## src/rtl/layer_out_serializer_pkg.sv

```systemverilog
// Shared types and helpers for the layer-output serializer.
package fnn_ser_pkg;

   // Serializer control states: waiting for a layer result, or streaming one.
   typedef enum logic {
      IDLE  = 1'b0,
      SHIFT = 1'b1
   } ser_state_t;

   // Width of a neuron index; never narrower than one bit.
   function automatic int idx_width(input int n);
      int w;
      if (n > 1) begin
         w = $clog2(n);
      end else begin
         w = 1;
      end
      return w;
   endfunction

endpackage

```

## src/rtl/layer_out_serializer_ser_buf.sv

```systemverilog
// Register bank of numNeuron words with a parallel load, an indexed read
// port and a full parallel view (used to copy one bank into another).
module ser_buf
   import fnn_ser_pkg::*;
#(
   parameter int numNeuron = 30,
   parameter int dataWidth = 16,
   localparam int IW = idx_width(numNeuron)
) (
   input  logic                           clk,
   input  logic                           rst,
   input  logic                           load,
   input  logic [numNeuron*dataWidth-1:0] din,
   input  logic [IW-1:0]                  rd_idx,
   output logic [dataWidth-1:0]           rd_data,
   output logic [numNeuron*dataWidth-1:0] dout
);

   logic [dataWidth-1:0] mem_q [numNeuron];
   logic [dataWidth-1:0] mem_d [numNeuron];

   // Next bank contents: take the whole input vector on load, else hold.
   always_comb begin
      for (int i = 0; i < numNeuron; i++) begin
         if (load) begin
            mem_d[i] = din[i*dataWidth +: dataWidth];
         end else begin
            mem_d[i] = mem_q[i];
         end
      end
   end

   // Bank storage, cleared by reset so stale layer data never leaks out.
   always_ff @(posedge clk or posedge rst) begin
      if (rst) begin
         for (int i = 0; i < numNeuron; i++) begin
            mem_q[i] <= {dataWidth{1'b0}};
         end
      end else begin
         for (int i = 0; i < numNeuron; i++) begin
            mem_q[i] <= mem_d[i];
         end
      end
   end

   // Indexed read of one stored word.
   always_comb begin
      rd_data = mem_q[rd_idx];
   end

   // Flatten the bank back into the packed neuron layout.
   always_comb begin
      for (int i = 0; i < numNeuron; i++) begin
         dout[i*dataWidth +: dataWidth] = mem_q[i];
      end
   end

endmodule

```

## src/rtl/layer_out_serializer.sv

```systemverilog
// Replays the parallel outputs of one fully connected layer as a gap-free
// serial stream (neuron 0 first) into the next layer. A holding bank lets a
// new layer result arrive while the previous one is still streaming.
module layer_out_serializer
   import fnn_ser_pkg::*;
#(
   parameter int numNeuron = 30,
   parameter int dataWidth = 16,
   localparam int IW = idx_width(numNeuron)
) (
   input  logic                           clk,
   input  logic                           rst,
   input  logic [numNeuron*dataWidth-1:0] neuron_out,
   input  logic [numNeuron-1:0]           neuron_valid,
   output logic [dataWidth-1:0]           ser_data,
   output logic                           ser_valid,
   output logic [IW-1:0]                  ser_idx,
   output logic                           busy,
   output logic                           err_partial,
   output logic                           err_overrun,
   input  logic                           err_clr
);

   localparam logic [IW-1:0] LAST_IDX = IW'(numNeuron - 1);
   localparam logic [IW-1:0] ZERO_IDX = {IW{1'b0}};

   ser_state_t                     state_q, state_d;
   logic [IW-1:0]                  idx_q, idx_d;
   logic [dataWidth-1:0]           data_q, data_d;
   logic                           valid_q, valid_d;
   logic                           busy_q, busy_d;
   logic                           pend_q, pend_d;
   logic                           perr_q, perr_d;
   logic                           oerr_q, oerr_d;

   logic                           cap_s;
   logic                           partial_s;
   logic                           overrun_s;
   logic                           shift_load_s;
   logic                           hold_load_s;
   logic [numNeuron*dataWidth-1:0] shift_din_s;
   logic [numNeuron*dataWidth-1:0] hold_all_s;
   logic [numNeuron*dataWidth-1:0] shift_all_unused_s;
   logic [dataWidth-1:0]           shift_rd_s;
   logic [dataWidth-1:0]           hold_rd_s;
   logic [IW-1:0]                  next_idx_s;

   // Shift bank: the layer currently being streamed; read one beat ahead.
   ser_buf #(.numNeuron(numNeuron), .dataWidth(dataWidth)) u_shift (
      .clk     (clk),
      .rst     (rst),
      .load    (shift_load_s),
      .din     (shift_din_s),
      .rd_idx  (next_idx_s),
      .rd_data (shift_rd_s),
      .dout    (shift_all_unused_s)
   );

   // Holding bank: one layer parked while the shift bank is busy.
   ser_buf #(.numNeuron(numNeuron), .dataWidth(dataWidth)) u_hold (
      .clk     (clk),
      .rst     (rst),
      .load    (hold_load_s),
      .din     (neuron_out),
      .rd_idx  (ZERO_IDX),
      .rd_data (hold_rd_s),
      .dout    (hold_all_s)
   );

   // Capture qualification: a layer counts only when every neuron is valid.
   always_comb begin
      cap_s      = &neuron_valid;
      partial_s  = (|neuron_valid) & ~cap_s;
      next_idx_s = idx_q + IW'(1);
   end

   // Stream control: next state, beat index, outgoing word and bank loads.
   always_comb begin
      state_d      = state_q;
      idx_d        = idx_q;
      data_d       = data_q;
      valid_d      = valid_q;
      busy_d       = busy_q;
      pend_d       = pend_q;
      shift_load_s = 1'b0;
      shift_din_s  = neuron_out;
      hold_load_s  = 1'b0;
      overrun_s    = 1'b0;
      case (state_q)
         IDLE: begin
            if (cap_s) begin
               shift_load_s = 1'b1;
               idx_d        = ZERO_IDX;
               data_d       = neuron_out[dataWidth-1:0];
               valid_d      = 1'b1;
               busy_d       = 1'b1;
               state_d      = SHIFT;
            end else begin
               idx_d        = ZERO_IDX;
               data_d       = {dataWidth{1'b0}};
               valid_d      = 1'b0;
               busy_d       = 1'b0;
            end
         end
         SHIFT: begin
            if (idx_q == LAST_IDX) begin
               // Last beat: a fresh capture beats the parked layer, which waits its turn.
               if (cap_s) begin
                  shift_load_s = 1'b1;
                  shift_din_s  = neuron_out;
                  idx_d        = ZERO_IDX;
                  data_d       = neuron_out[dataWidth-1:0];
               end else if (pend_q) begin
                  shift_load_s = 1'b1;
                  shift_din_s  = hold_all_s;
                  pend_d       = 1'b0;
                  idx_d        = ZERO_IDX;
                  data_d       = hold_rd_s;
               end else begin
                  state_d      = IDLE;
                  idx_d        = ZERO_IDX;
                  data_d       = {dataWidth{1'b0}};
                  valid_d      = 1'b0;
                  busy_d       = 1'b0;
               end
            end else begin
               idx_d  = next_idx_s;
               data_d = shift_rd_s;
               if (cap_s) begin
                  if (pend_q) begin
                     overrun_s   = 1'b1;
                  end else begin
                     hold_load_s = 1'b1;
                     pend_d      = 1'b1;
                  end
               end else begin
                  pend_d = pend_q;
               end
            end
         end
         default: begin
            state_d = IDLE;
            idx_d   = ZERO_IDX;
            data_d  = {dataWidth{1'b0}};
            valid_d = 1'b0;
            busy_d  = 1'b0;
            pend_d  = 1'b0;
         end
      endcase
   end

   // Sticky error flags: a same-cycle set wins over a clear.
   always_comb begin
      if (partial_s) begin
         perr_d = 1'b1;
      end else if (err_clr) begin
         perr_d = 1'b0;
      end else begin
         perr_d = perr_q;
      end
      if (overrun_s) begin
         oerr_d = 1'b1;
      end else if (err_clr) begin
         oerr_d = 1'b0;
      end else begin
         oerr_d = oerr_q;
      end
   end

   // Control FSM and registered outputs; reset drops the stream at once.
   always_ff @(posedge clk or posedge rst) begin
      if (rst) begin
         state_q <= IDLE;
         idx_q   <= ZERO_IDX;
         data_q  <= {dataWidth{1'b0}};
         valid_q <= 1'b0;
         busy_q  <= 1'b0;
         pend_q  <= 1'b0;
         perr_q  <= 1'b0;
         oerr_q  <= 1'b0;
      end else begin
         state_q <= state_d;
         idx_q   <= idx_d;
         data_q  <= data_d;
         valid_q <= valid_d;
         busy_q  <= busy_d;
         pend_q  <= pend_d;
         perr_q  <= perr_d;
         oerr_q  <= oerr_d;
      end
   end

   assign ser_data    = data_q;
   assign ser_valid   = valid_q;
   assign ser_idx     = idx_q;
   assign busy        = busy_q;
   assign err_partial = perr_q;
   assign err_overrun = oerr_q;

endmodule
```

## config.mk

```make
export PLATFORM = sky130hd
export DESIGN_NAME = layer_out_serializer
export DESIGN_NICKNAME = d
export VERILOG_FILES = /design/src/rtl/layer_out_serializer_pkg.sv /design/src/rtl/layer_out_serializer_ser_buf.sv /design/src/rtl/layer_out_serializer.sv
export SDC_FILE = /design/constraint.sdc
export NUM_CORES = 2
export LEC_CHECK = 0
export CAP_MARGIN = 20
export CORE_UTILIZATION = 40
export DETAILED_ROUTE_END_ITERATION = 12
export PLACE_DENSITY = 0.66
export SYNTH_ARGS = -nofsm -noshare
export SYNTH_HDL_FRONTEND = slang
export SYNTH_SLANG_ARGS = --single-unit
```

## constraint.sdc

```tcl
create_clock -name clk -period 39.2 [get_ports clk]
set_input_delay 5.88 -clock clk [delete_from_list [all_inputs] [get_ports clk]]
set_output_delay 5.88 -clock clk [all_outputs]
set_load 0.05 [all_outputs]
```

==> impl_metrics.csv <==
group,metric,value,unit
final_layout,area_growth,21.7,%
floorplan,rows,124,
final_layout,fill_cells,9904,
timing,setup-violations-final,0,
critical_path,cp.arrival,11560,ps
critical_path,cp_max_fo,76,
synth,synth.mux.area_fraction,0.417,
detailed_routing,drtIter0Drc,1284,
timing,hold_slack,479,ps
clock_network,cts_max_path_buffers,3,
synth,ys_types,46,
synth,synth_xor_area_frac,0.00132,
final_layout,drive_gt1_frac,0.476,
global_route,grt_first_pass_wirelength,187000,um
floorplan,die_h,343,um
synth,netlist_area,46600,sq um
synth,synth_fp_nets,3552,
synth,synth_seq_cells,986,
critical_path,r2r-end,"u_shift.dout[457]",
detailed_routing,num_vias,27100,
min_path,hold_start,"u_shift.dout[15]",
clock_network,cts_made_buffers,108,
detailed_routing,drcViolationCount,0,
final_layout,nNetsFinal,4021,
clock_network,post-cts-setup-buffer-count,0,
power,p_leak,26.6,nW
synth,synth-edff-count,0,
clock_network,cts_tree,"done",
critical_path,r2r_slack,33770,ps
job,drv_cap,0,
placed_design,dp_hpwl,85800,um
global_route,grt_antenna_before_repair,34,
final_layout,postLayoutCoreUtil,0.493,
placed_design,globalplace.congestion,0.780,
timing,tightest_slew,1110,ps
timing,rsz0062_at_grt,"false",
detailed_routing,vias_per_cell,5.29,
run_status,status,"completed",
global_route,grt_max_degree,175,
synth,async_flop_share,1.00,
timing,slew_headroom,0.258,
clock_network,clkLatencyLatePin,700,ps
critical_path,required,39760,ps
critical_path,r2r_cells,7,
power,vdd_ir_drop_max,0.0319,mV
critical_path,critical_path_class,"in2reg",
floorplan,coreArea,115000,sq um
synth,ys_seq_area_frac,0.530,
synth,avgSynthCellArea,15.3,sq um
timing,drv_slew,0,
timing,finalSetupTns,0,ps
detailed_routing,first_pass_iters,7,
power,p_per_area,38.5,nW/um^2
floorplan,ios,538,
clock_network,cts_max_level,3,
detailed_routing,wirelength,125000,um
min_path,min_to,"u_shift.dout[15]",
clock_network,cts_resized,0,
critical_path,r2r-start,"ser_idx[2]",
timing,fin_crit_sh,0.281,
clock_network,cts_root_buffer,"clkbuf_16",
floorplan,die_area,118000,sq um
timing,fin_skew,31.2,ps
global_route,track_usage,0.212,
clock_network,clkSlewWorstSetupHoldPaths,60,ps
synth,synth_compound_area_frac,0.0111,
global_route,grt_pass1_vias,28600,
detailed_routing,post_drt_wl_per_cell,24.5,um
min_path,hp-class,"reg2reg",
critical_path,cp-start-kind,"input pin",
detailed_routing,antenna_left,0,
synth,syn_inst,3037,
global_route,grt-ovfl-total,0,
timing,final-hold-violation-count,0,
floorplan,die_w,343,um
floorplan,initial_utilization,0.405,
clock_network,cts_sinks,986,
timing,fmax,90.9,MHz
min_path,min_delay_path_depth,1,
synth,synth_top_flop_cell,"dfrtp_1",
critical_path,end_kind,"flip-flop",
final_layout,final_area,56700,sq um
placed_design,placed_area,53000,sq um
synth,yosys_warnings,0,
clock_network,cts_hold_buf,0,
timing,fin_crit,11000,ps
synth,synth_top_family_by_area,"multiplexers",
synth,yosys.area_share.simple,0.0104,
placed_design,portBuffers,537,
synth,synthAdderAreaFrac,0.000537,
-- kinds of logic after synthesis --
| family | Yosys count |
|---|---|
| buffers and inverters | 234 |
| flip-flops | 986 |
| AND/OR/NAND/NOR | 95 |
| AO/OA/AOI/OAI | 77 |
| XOR/XNOR | 4 |
| adder cells (fa/ha/maj) | 2 |
| multiplexers | 1639 |
-- placed cells by master (no fill, tap or decap), types with 27 or more instances in the layout --
cell type	instances
mux2i_1	117
mux2_1	28
o21ai_0	31
mux2_2	1396
dfrtp_1	985
clkbuf_1	34
mux4_2	98
clkdlybuf4s50_1	537
clkbuf_16	110
nand2_1	27
-- worst max-delay path, cell delays in order --
cell             delay, ps
clkdlybuf4s50_1        490
nand4_1                120
nor4_2                 580
and2_1                 480
o21a_4                 700
buf_4                  900
buf_4                  930
buf_4                  830
mux2_2                 410
-- sequential cells by signal, summed over array words and instances, names as in the netlist, 5 cells and up --
signal	count
u_shift.dout	480
ser_data	16
u_hold.dout	480
ser_idx	5
-- worst max-delay path by stage --
stage	startpoint	end	slack (ps)	cells after the start
after global routing	neuron_valid[27]	u_shift.dout[66]	27940	9
after global placement	neuron_valid[27]	u_shift.dout[62]	27560	9
final	neuron_valid[27]	u_shift.dout[457]	28200	9
after detailed placement	neuron_valid[27]	u_shift.dout[458]	27470	9
after CTS	neuron_valid[27]	u_shift.dout[30]	28220	9
after floorplan	rst	busy	5580	1
-- per-layer routing --
metal	share of wire	up-vias	global-route usage
met1	0.45	14100	0.292
met5	0.0017	-	0
met4	0.024	34	0.0669
li1	-	12200	-
met3	0.054	176	0.0462
met2	0.47	570	0.334
-- area by class of cell --
type | instances | area [sq um] | share of cell area
clock buffer | 165 | 3170 | 0.0559
multi-input combinational | 1817 | 20600 | 0.363
clock inverter | 34 | 505 | 0.00892
sequential | 986 | 24700 | 0.435
timing repair buffer | 573 | 5760 | 0.102
antenna | 13 | 32.5 | 0.000574
inverter | 20 | 82.6 | 0.00146
tap | 1512 | 1890 | 0.0334
-- cell usage after synthesis, types with 2 or more instances --
cell / n / area share
nor2_1: 9 / 0.00073
nor4_1: 7 / 0.00094
a21oi_1: 2 / 0.00021
mux2_2: 1396 / 0.34
clkbuf_1: 23 / 0.0019
buf_2: 119 / 0.013
o21ai_0: 31 / 0.0033
o221ai_1: 14 / 0.0026
o21a_1: 2 / 0.00032
inv_1: 20 / 0.0016
a211oi_1: 2 / 0.00032
dfrtp_1: 986 / 0.53
buf_6: 33 / 0.0080
nand3_1: 16 / 0.0017
a31oi_1: 15 / 0.0020
mux2i_1: 117 / 0.025
nor3_1: 14 / 0.0015
and2_1: 3 / 0.00040
buf_4: 36 / 0.0058
ha_1: 2 / 0.00054
a2111oi_0: 2 / 0.00038
nand4_1: 9 / 0.0012
mux2_1: 28 / 0.0068
nand2_1: 28 / 0.0023
nor4_2: 2 / 0.00054
mux4_2: 98 / 0.047
or3_1: 2 / 0.00027
buf_1: 2 / 0.00016
nor2b_1: 2 / 0.00027
-- where the power goes --
| part | switching, mW | total (mW) | internal, mW | leakage, nW |
|---|---|---|---|---|
| logic | 0.0476 | 0.112 | 0.0643 | 11.1 |
| clock network | 0.419 | 1.05 | 0.634 | 1.80 |
| registers | 0.000000519 | 1.02 | 1.02 | 13.7 |
| total | 0.467 | 2.18 | 1.72 | 26.6 |
-- metrics by stage --
step	worst slack [ps]	total power, mW	cells
after floorplan	5580	1.08	3037
after global placement	27560	1.15	4905
after detailed placement	27470	1.15	4906
after CTS	28220	2.21	5105
after global routing	27940	2.26	5117
final	28200	2.18	5120
Note: power is estimated with default switching activity, not from simulation.
